===== config.mk =====
export PLATFORM = sky130hd
export DESIGN_NAME = mem_port_arbiter
export DESIGN_NICKNAME = d
export VERILOG_FILES = /design/src/rtl/mem_port_arbiter.sv
export SDC_FILE = /design/constraint.sdc
export NUM_CORES = 1
export LEC_CHECK = 0
export BUFFER_PORTS_ARGS = -buffer_cell sky130_fd_sc_hd__buf_2
export CORE_AREA = 10 10 99 101
export CTS_BUF_LIST = sky130_fd_sc_hd__clkbuf_8
export DETAILED_ROUTE_END_ITERATION = 8
export DIE_AREA = 0 0 109 111
export GPL_ROUTABILITY_DRIVEN = 0
export PLACE_DENSITY = 0.7
export SLEW_MARGIN = 20
export SYNTH_ARGS = -nofsm -noshare
export SYNTH_HDL_FRONTEND = slang
export SYNTH_SLANG_ARGS = --single-unit

===== constraint.sdc =====
create_clock -name clk -period 3.1 [get_ports clk]
set_clock_uncertainty 0.15 [all_clocks]
set_input_delay 0.62 -clock clk [delete_from_list [all_inputs] [get_ports clk]]
set_output_delay 0.62 -clock clk [all_outputs]
set_load 0.05 [all_outputs]

===== src/rtl/mem_port_arbiter.sv =====
// Shares one req/gnt/rvalid memory port between instruction-fetch and LSU masters.
// An in-order ID FIFO routes each response back to the master that issued the request.
module mem_port_arbiter #(
  parameter int WORD_WIDTH      = 32,
  parameter int MAX_OUTSTANDING = 2,
  parameter int STARVE_LIMIT    = 8,
  parameter int DATA_PRIORITY   = 1
) (
  input  logic                  clk,
  input  logic                  rst_n,
  input  logic                  instr_req_i,
  input  logic [WORD_WIDTH-1:0] instr_addr_i,
  output logic                  instr_gnt_o,
  output logic                  instr_rvalid_o,
  output logic [WORD_WIDTH-1:0] instr_rdata_o,
  input  logic                  data_req_i,
  input  logic [WORD_WIDTH-1:0] data_addr_i,
  input  logic                  data_we_i,
  input  logic [3:0]            data_be_i,
  input  logic [WORD_WIDTH-1:0] data_wdata_i,
  output logic                  data_gnt_o,
  output logic                  data_rvalid_o,
  output logic [WORD_WIDTH-1:0] data_rdata_o,
  output logic                  mem_req_o,
  output logic [WORD_WIDTH-1:0] mem_addr_o,
  output logic                  mem_we_o,
  output logic [3:0]            mem_be_o,
  output logic [WORD_WIDTH-1:0] mem_wdata_o,
  input  logic                  mem_gnt_i,
  input  logic                  mem_rvalid_i,
  input  logic [WORD_WIDTH-1:0] mem_rdata_i,
  output logic                  busy_o
);

  localparam logic [1:0] IDLE   = 2'd0;
  localparam logic [1:0] LOCK_I = 2'd1;
  localparam logic [1:0] LOCK_D = 2'd2;
  localparam logic ID_I = 1'b0;
  localparam logic ID_D = 1'b1;
  localparam int PW = (MAX_OUTSTANDING > 1) ? $clog2(MAX_OUTSTANDING) : 1;
  localparam int CW = $clog2(MAX_OUTSTANDING + 1);
  localparam int SW = $clog2(STARVE_LIMIT + 1);

  logic [1:0]        state, state_nxt;
  logic [(1<<PW)-1:0] id_fifo;
  logic [PW-1:0]     wr_ptr, rd_ptr;
  logic [CW-1:0]     count;
  logic [SW-1:0]     starve_cnt;
  logic              last_winner;
  logic              sel_vld, sel;
  logic              full, empty, push, pop, head;

  function automatic logic [PW-1:0] ptr_inc(input logic [PW-1:0] p);
    return (p == PW'(MAX_OUTSTANDING - 1)) ? '0 : p + 1'b1;
  endfunction

  assign full  = (count == CW'(MAX_OUTSTANDING));
  assign empty = (count == '0);
  assign head  = id_fifo[rd_ptr];

  always_comb begin
    sel_vld   = 1'b0;
    sel       = ID_D;
    state_nxt = IDLE;
    case (state)
      LOCK_I: begin sel = ID_I; sel_vld = instr_req_i; end
      LOCK_D: begin sel = ID_D; sel_vld = data_req_i; end
      default: begin
        sel_vld = !full && (instr_req_i || data_req_i);
        if (instr_req_i && data_req_i) begin
          if (DATA_PRIORITY != 0)
            sel = (starve_cnt == SW'(STARVE_LIMIT)) ? ID_I : ID_D;
          else
            sel = ~last_winner;
        end else begin
          sel = data_req_i ? ID_D : ID_I;
        end
      end
    endcase
    // Outputs must read zero while reset is held, even with a master requesting.
    sel_vld = sel_vld & rst_n;
    if (sel_vld && !mem_gnt_i)
      state_nxt = sel ? LOCK_D : LOCK_I;
  end

  assign mem_req_o   = sel_vld;
  assign mem_addr_o  = !sel_vld ? '0 : (sel ? data_addr_i : instr_addr_i);
  assign mem_we_o    = sel_vld & sel & data_we_i;
  assign mem_be_o    = !sel_vld ? 4'h0 : (sel ? data_be_i : 4'hF);
  assign mem_wdata_o = (sel_vld && sel) ? data_wdata_i : '0;

  assign push        = sel_vld & mem_gnt_i;
  assign instr_gnt_o = push & ~sel;
  assign data_gnt_o  = push & sel;

  assign pop            = mem_rvalid_i & ~empty;
  assign instr_rvalid_o = pop & ~head;
  assign data_rvalid_o  = pop & head;
  assign instr_rdata_o  = mem_rdata_i;
  assign data_rdata_o   = mem_rdata_i;

  assign busy_o = (state != IDLE) || !empty;

  always_ff @(posedge clk or negedge rst_n) begin
    if (!rst_n) begin
      state       <= IDLE;
      id_fifo     <= '0;
      wr_ptr      <= '0;
      rd_ptr      <= '0;
      count       <= '0;
      starve_cnt  <= '0;
      last_winner <= ID_D;
    end else begin
      state <= state_nxt;
      if (push) begin
        id_fifo[wr_ptr] <= sel;
        wr_ptr          <= ptr_inc(wr_ptr);
        last_winner     <= sel;
      end
      if (pop) rd_ptr <= ptr_inc(rd_ptr);
      if (push && !pop)      count <= count + 1'b1;
      else if (pop && !push) count <= count - 1'b1;
      if (!instr_req_i || instr_gnt_o)
        starve_cnt <= '0;
      else if (starve_cnt != SW'(STARVE_LIMIT))
        starve_cnt <= starve_cnt + 1'b1;
    end
  end

endmodule


# ---- Yosys cells after proc, flatten, opt, wreduce, memory -nomap -nowiden
# Cells that the tools add are included.
dict set report op_classes {
  mux 23
  n_addsub 5
  n_shift 0
  n_eq_ne 5
  n_bitwise 12
  n_mul 0
  n_reduce_logical 20
  order_cmp 3
  div_mod_pow 0
}
# op count
set op_table {}
lappend op_table {{two-way mux 32 bit} 3}
lappend op_table {{two-way mux 4 bit} 4}
lappend op_table {{bitwise AND 1 bit} 9}
lappend op_table {{two-way mux 1 bit} 8}
lappend op_table {{two-way mux 2 bit} 4}
lappend op_table {{logical AND 1 bit} 7}
lappend op_table {{zero test 1 bit} 6}
lappend op_table {{nonzero test 2 bit} 3}
lappend op_table {{adder 4 x 1 -> 4 bit, second input constant} 1}
lappend op_table {{== test 2 bit, second input constant} 2}
lappend op_table {{== test 4 bit, second input constant} 1}
lappend op_table {{less-than comparator 1 x 2 -> 1 bit, second input constant} 2}
lappend op_table {{!= test 4 bit, second input constant} 1}
lappend op_table {{one-hot mux 1 bit (2 select lines)} 2}
lappend op_table {{logical OR 1 bit} 3}
lappend op_table {{inverter 1 bit} 3}
lappend op_table {{adder 1 bit, second input constant} 2}
lappend op_table {{adder 2 x 1 -> 2 bit, second input constant} 1}
lappend op_table {{bitwise mux 2 bit} 1}
lappend op_table {{== test 2 x 1 -> 1 bit, second input constant} 1}
lappend op_table {{zero test 2 bit} 1}
lappend op_table {{subtractor 2 x 1 -> 2 bit, second input constant} 1}
lappend op_table {{demux 1 bit (select 1 bit)} 1}
lappend op_table {{greater-or-equal comparator 1 bit, second input constant} 1}
dict set report word_totals {
  register_bits 12
  elab_cells 74
  latchBits 0
  ram_bits 0
  rom_bits 0
  n_memories 0
}

# ---- Depth between registers and ports, before layout
dict set report depth {
  depth_word 10
  ltp_mapped 12
  depth_no_buf 11
}

# ---- Least setup slack after synthesis
# OpenSTA, ideal clock, no wires.
dict set report synth_timing {
  path_kind {flip-flop to output port}
  start {reg state[0]}
  end {out mem_addr_o[10]}
  slack_ps 109
  path_stages_with_launch 8
  required_time_ps 2330
  arrival_ps 2221
  path_buffers 2
  cell_sequence {dfrtp_1 > inv_1 > ha_1 > nand2b_1 > o32a_4 > buf_6 > buf_2 > nor2_1}
}
dict set report synth_via {
  elab_chain_cells 4
  elab_cells_between_ends 7
  cone_classes {eq/ne (2); mux (4); bitwise (1)}
}
# item line
set synth_lines {}
lappend synth_lines {{start, declared} 44} ;# logic [1:0] state, state_nxt;
lappend synth_lines {{start signal, assigned} 114} ;# state <= state_nxt;
lappend synth_lines {{== test 2 bit / == test 2 x 1 -> 1 bit (equally long branches)} 65} ;# case (state)
lappend synth_lines {{one-hot mux 1 bit (2 select lines)} 65}
lappend synth_lines {{two-way mux 32 bit / bitwise AND 1 bit (equally long branches)} {87, 81}}
lappend synth_lines {{two-way mux 32 bit *} 87} ;# assign mem_addr_o = !sel_vld ? '0 : (sel ? data_addr_i : instr_addr_i);
lappend synth_lines {{end, declared} 25} ;# output logic [WORD_WIDTH-1:0] mem_addr_o,
# Every way passes the cells marked *; elsewhere a longest branch is shown, timed or not.

# ---- Worst setup path after layout
dict set report layout_timing {
  start {reg starve_cnt[0]}
  end {out mem_addr_o[30]}
}
dict set report layout_via {
  elab_chain_cells 6
}
# item line
set layout_lines {}
lappend layout_lines {{start, declared} 48} ;# logic [SW-1:0] starve_cnt;
lappend layout_lines {{start signal, assigned} 126} ;# starve_cnt <= starve_cnt + 1'b1;
lappend layout_lines {{== test 4 bit} 72} ;# sel = (starve_cnt == SW'(STARVE_LIMIT)) ? ID_I : ID_D;
lappend layout_lines {{two-way mux 1 bit} 72}
lappend layout_lines {{two-way mux 1 bit} 70} ;# if (instr_req_i && data_req_i) begin
lappend layout_lines {{one-hot mux 1 bit (2 select lines)} 65}
lappend layout_lines {{two-way mux 32 bit (2 in a row)} 87}
# Every way passes these cells.

==> reports/qor.tcl <==
set qor(outcome) {complete, no violations}
set qor(power_density_nw_per_um2) 606
set qor(hold_ws_ns) 0.0553
set qor(cts_num_sinks) 12
set qor(fp.coreArea_um2) 7970
set qor(first_global_vias) 2202
set qor(worst_setup_path_start_kind) {flip-flop}
set qor(layout.cells.most_common) {sky130_fd_sc_hd__buf_2}
set qor(maxSlewHeadroom) 0.657
set qor(detail_route.wl_per_cell_um) 18.1
set qor(max_freq_mhz) 337
set qor(insertion_delay_of_the_later_clocked_pin_in_the_worst_skew_pair_ns) 0.24
set qor(finalSetupViolations) 0
set qor(portBuffers) 181
set qor(antenna_cells_inserted) 0
set qor(remaining_design_rule_violation_count) 0
set qor(grtUsageTotal) 0.120
set qor(dieWidth_um) 109
set qor(worst_setup_ep_type) {output port}
set qor(grt_pass1_wl_um) 11800
set qor(part_of_the_yosys_area_used_for_sequential_elements) 0.148
set qor(post_route_cells_drive_above_1_share) 0.561
set qor(synthesis.area_um2) 2030
set qor(nFillCells) 852
set qor(final_core_util) 0.342
set qor(report.final.slew_viol_count) 0
set qor(post_cts_hold_buffer_count) 0
set qor(placed_cell_area_um2) 2500
set qor(initial_utilization) 0.255
set qor(antenna_found_initial) 0
set qor(via_count) 2074
set qor(grt_overflow) 0
set qor(synthesis.area_per_instance_um2) 8.03
set qor(worst-endpoint-required_ns) 2.33
set qor(routed_wl_um) 8530
set qor(number_of_storage_elements_in_the_synthesis_netlist) 12
set qor(finalCriticalPeriod_ns) 2.97
set qor(fin_crit_sh) 0.957
set qor(worstHoldPathType) {input port to asynchronous set/reset pin}
set qor(maxCapViolCount) 0
set qor(finalNetCount) 514
set qor(power.static_leakage_nw) 1.71
set qor(rows) 33
set qor(first_iter_violations) 49
set qor(cts_buffer_depth) 2
set qor(dp_hpwl_um) 7050
set qor(htree_num_levels) 1
set qor(drt_pass1_iterations) 4
set qor(synth_cells) 253
set qor(critPathMaxFanout) 15
set qor(floorplan.io_pins) 278
set qor(tightest_slew_ns) 0.510
set qor(grt_max_degree) 61
set qor(tritoncts.num_buffers) 3
set qor(cts_tree) {done}
set qor(clk_pin_slew_ns) 0.04
set qor(ir_drop_uv) 213
set qor(fp.dieArea_um2) 12100
set qor(finalSetupTns_ns) 0
set qor(rrSetupSlack_ns) 0.61
set qor(ys_warn_count) 0
set qor(post_drt_via_cell_ratio) 4.39
set qor(layout_common_cells) {sky130_fd_sc_hd__buf_2, sky130_fd_sc_hd__nor2_1, sky130_fd_sc_hd__and3_1}
set qor(layout_cell_area_excl_fill_um2) 2730
set qor(synth.lib_cells_used.distinct) 30
set qor(finalPower_mw) 1.65
set qor(die_y_um) 111
set qor(ctsRootBufferMaster) {sky130_fd_sc_hd__clkbuf_8}
set qor(syn2layout_area_growth_pct) 34.3
set qor(number_of_hold_slack_violations_in_the_final_timing_report) 0
set qor(antenna_violating_nets_post_route) 0
set qor(synth.net_count) 398
set qor(rsz_0062_raised_after_global_routing) {no}
set qor(cp_data_arrival_time_ns) 2.20
set qor(crit_type) {flip-flop to output port}
==> path summary, 6_finish.rpt <==
| check | cells past startpoint | end | start |
|---|---|---|---|
| worst max-delay path | 9 | mem_addr_o[30] | starve_cnt[0]$_DFFE_PN0P_ |
| max in group asynchronous | 2 | wr_ptr$_DFFE_PN0N_ | rst_n |
| worst max register to register | 10 | count[1]$_DFFE_PN0P_ | state[0]$_DFF_PN0_ |
| worst min register to register | 1 | rd_ptr$_DFFE_PN0P_ | rd_ptr$_DFFE_PN0P_ |
| min in group clk | 1 | rd_ptr$_DFFE_PN0P_ | rd_ptr$_DFFE_PN0P_ |
| worst min-delay path | 1 | starve_cnt[2]$_DFFE_PN0P_ | rst_n |
==> state kept, by name, summed over array words and instances (netlist names) <==
signal	cells
state	2
count	2
id_fifo	2
starve_cnt	4
rd_ptr	1
wr_ptr	1
==> layout make-up <==
type / instances / area, µm² / share of cell area
Clock buffer: 3 / 41.3 / 0.0151
Inverter: 11 / 46.3 / 0.0170
Multi-Input combinational cell: 150 / 1090 / 0.399
Sequential cell: 12 / 300 / 0.110
Tap cell: 105 / 131 / 0.0482
Timing Repair Buffer: 191 / 1120 / 0.411
==> power breakdown <==
| group | total (mW) | leakage (nW) | switching (mW) | internal (mW) |
|---|---|---|---|---|
| clock | 0.137 | 0.0216 | 0.0514 | 0.0851 |
| sequential | 0.251 | 0.152 | 0.0443 | 0.207 |
| combinational | 1.26 | 1.53 | 0.861 | 0.403 |
==> what timing repair did <==
item,in CTS,in global routing
endpoints found under the setup margin,14,71
pin swaps,0,1
resized for setup,1,44
gates cloned,1,2
setup buffers,0,4
==> kinds of logic (layout without fill, tap and decap cells) <==
logic type,after synthesis,in the layout,share of synthesized area
buffers and inverters,91,205,0.327
and+or+nand+nor,90,90,0.221
muxes,38,38,0.189
DFF,12,12,0.148
AOI/OAI and AO/OA,9,9,0.0481
xor gates and xnor gates,7,7,0.0302
adders and majority gates,6,6,0.0370
==> layer usage <==
metal | track usage | routed length, µm | vias to the layer above
li1 | - | - | 998
met1 | 0.109 | 2780 | 917
met2 | 0.230 | 4590 | 145
met3 | 0.0506 | 1060 | 14
met4 | 0.0334 | 99 | 0
met5 | 0 | 0 | -
==> critical path, stage by stage, from the launching register on <==
cell	delay, ns
sky130_fd_sc_hd__dfrtp_1	0.35
sky130_fd_sc_hd__inv_1	0.08
sky130_fd_sc_hd__ha_1	0.21
sky130_fd_sc_hd__and3b_2	0.26
sky130_fd_sc_hd__a31oi_4	0.22
sky130_fd_sc_hd__buf_4	0.16
sky130_fd_sc_hd__clkbuf_16	0.18
sky130_fd_sc_hd__mux2i_1	0.21
sky130_fd_sc_hd__nor2_1	0.06
sky130_fd_sc_hd__buf_2	0.22
==> per-stage QoR <==
stage / worst slack [ns] / cells
final: 0.134 / 472
after global routing: 0.00129 / 472
after CTS: 0.00102 / 466
after detailed placement: 0.215 / 463
after global placement: 0.271 / 463
after floorplan: 0.109 / 253
==> synthesized netlist by cell type <==
library cell               count  area share
sky130_fd_sc_hd__nand2_1       5      0.0092
sky130_fd_sc_hd__and3b_1       1      0.0043
sky130_fd_sc_hd__o31ai_4       1       0.010
sky130_fd_sc_hd__o32a_4        1       0.011
sky130_fd_sc_hd__nand2_2       1      0.0031
sky130_fd_sc_hd__inv_1        10       0.018
sky130_fd_sc_hd__nor2_1       40       0.074
sky130_fd_sc_hd__a21oi_1       4      0.0099
sky130_fd_sc_hd__nor3_1        2      0.0049
sky130_fd_sc_hd__clkinv_2      1      0.0025
sky130_fd_sc_hd__a31oi_4       1       0.010
sky130_fd_sc_hd__buf_8         2       0.015
sky130_fd_sc_hd__mux2_1        1      0.0055
sky130_fd_sc_hd__nor2_2        1      0.0031
sky130_fd_sc_hd__ha_1          6       0.037
sky130_fd_sc_hd__mux2i_1      35        0.17
sky130_fd_sc_hd__buf_6         7       0.039
sky130_fd_sc_hd__clkbuf_1      3      0.0055
sky130_fd_sc_hd__xor2_1        3       0.013
sky130_fd_sc_hd__a22oi_1       1      0.0037
sky130_fd_sc_hd__nand2b_1      1      0.0031
sky130_fd_sc_hd__nand3_1       1      0.0025
sky130_fd_sc_hd__buf_4        64        0.24
sky130_fd_sc_hd__mux2_2        2       0.011
sky130_fd_sc_hd__dfrtp_1      12        0.15
sky130_fd_sc_hd__xnor2_1       4       0.017
sky130_fd_sc_hd__buf_2         4      0.0099
sky130_fd_sc_hd__o21ai_0       1      0.0025
sky130_fd_sc_hd__nor2b_1       2      0.0062
sky130_fd_sc_hd__and3_1       36        0.11
(Power assumes the default switching activity.)
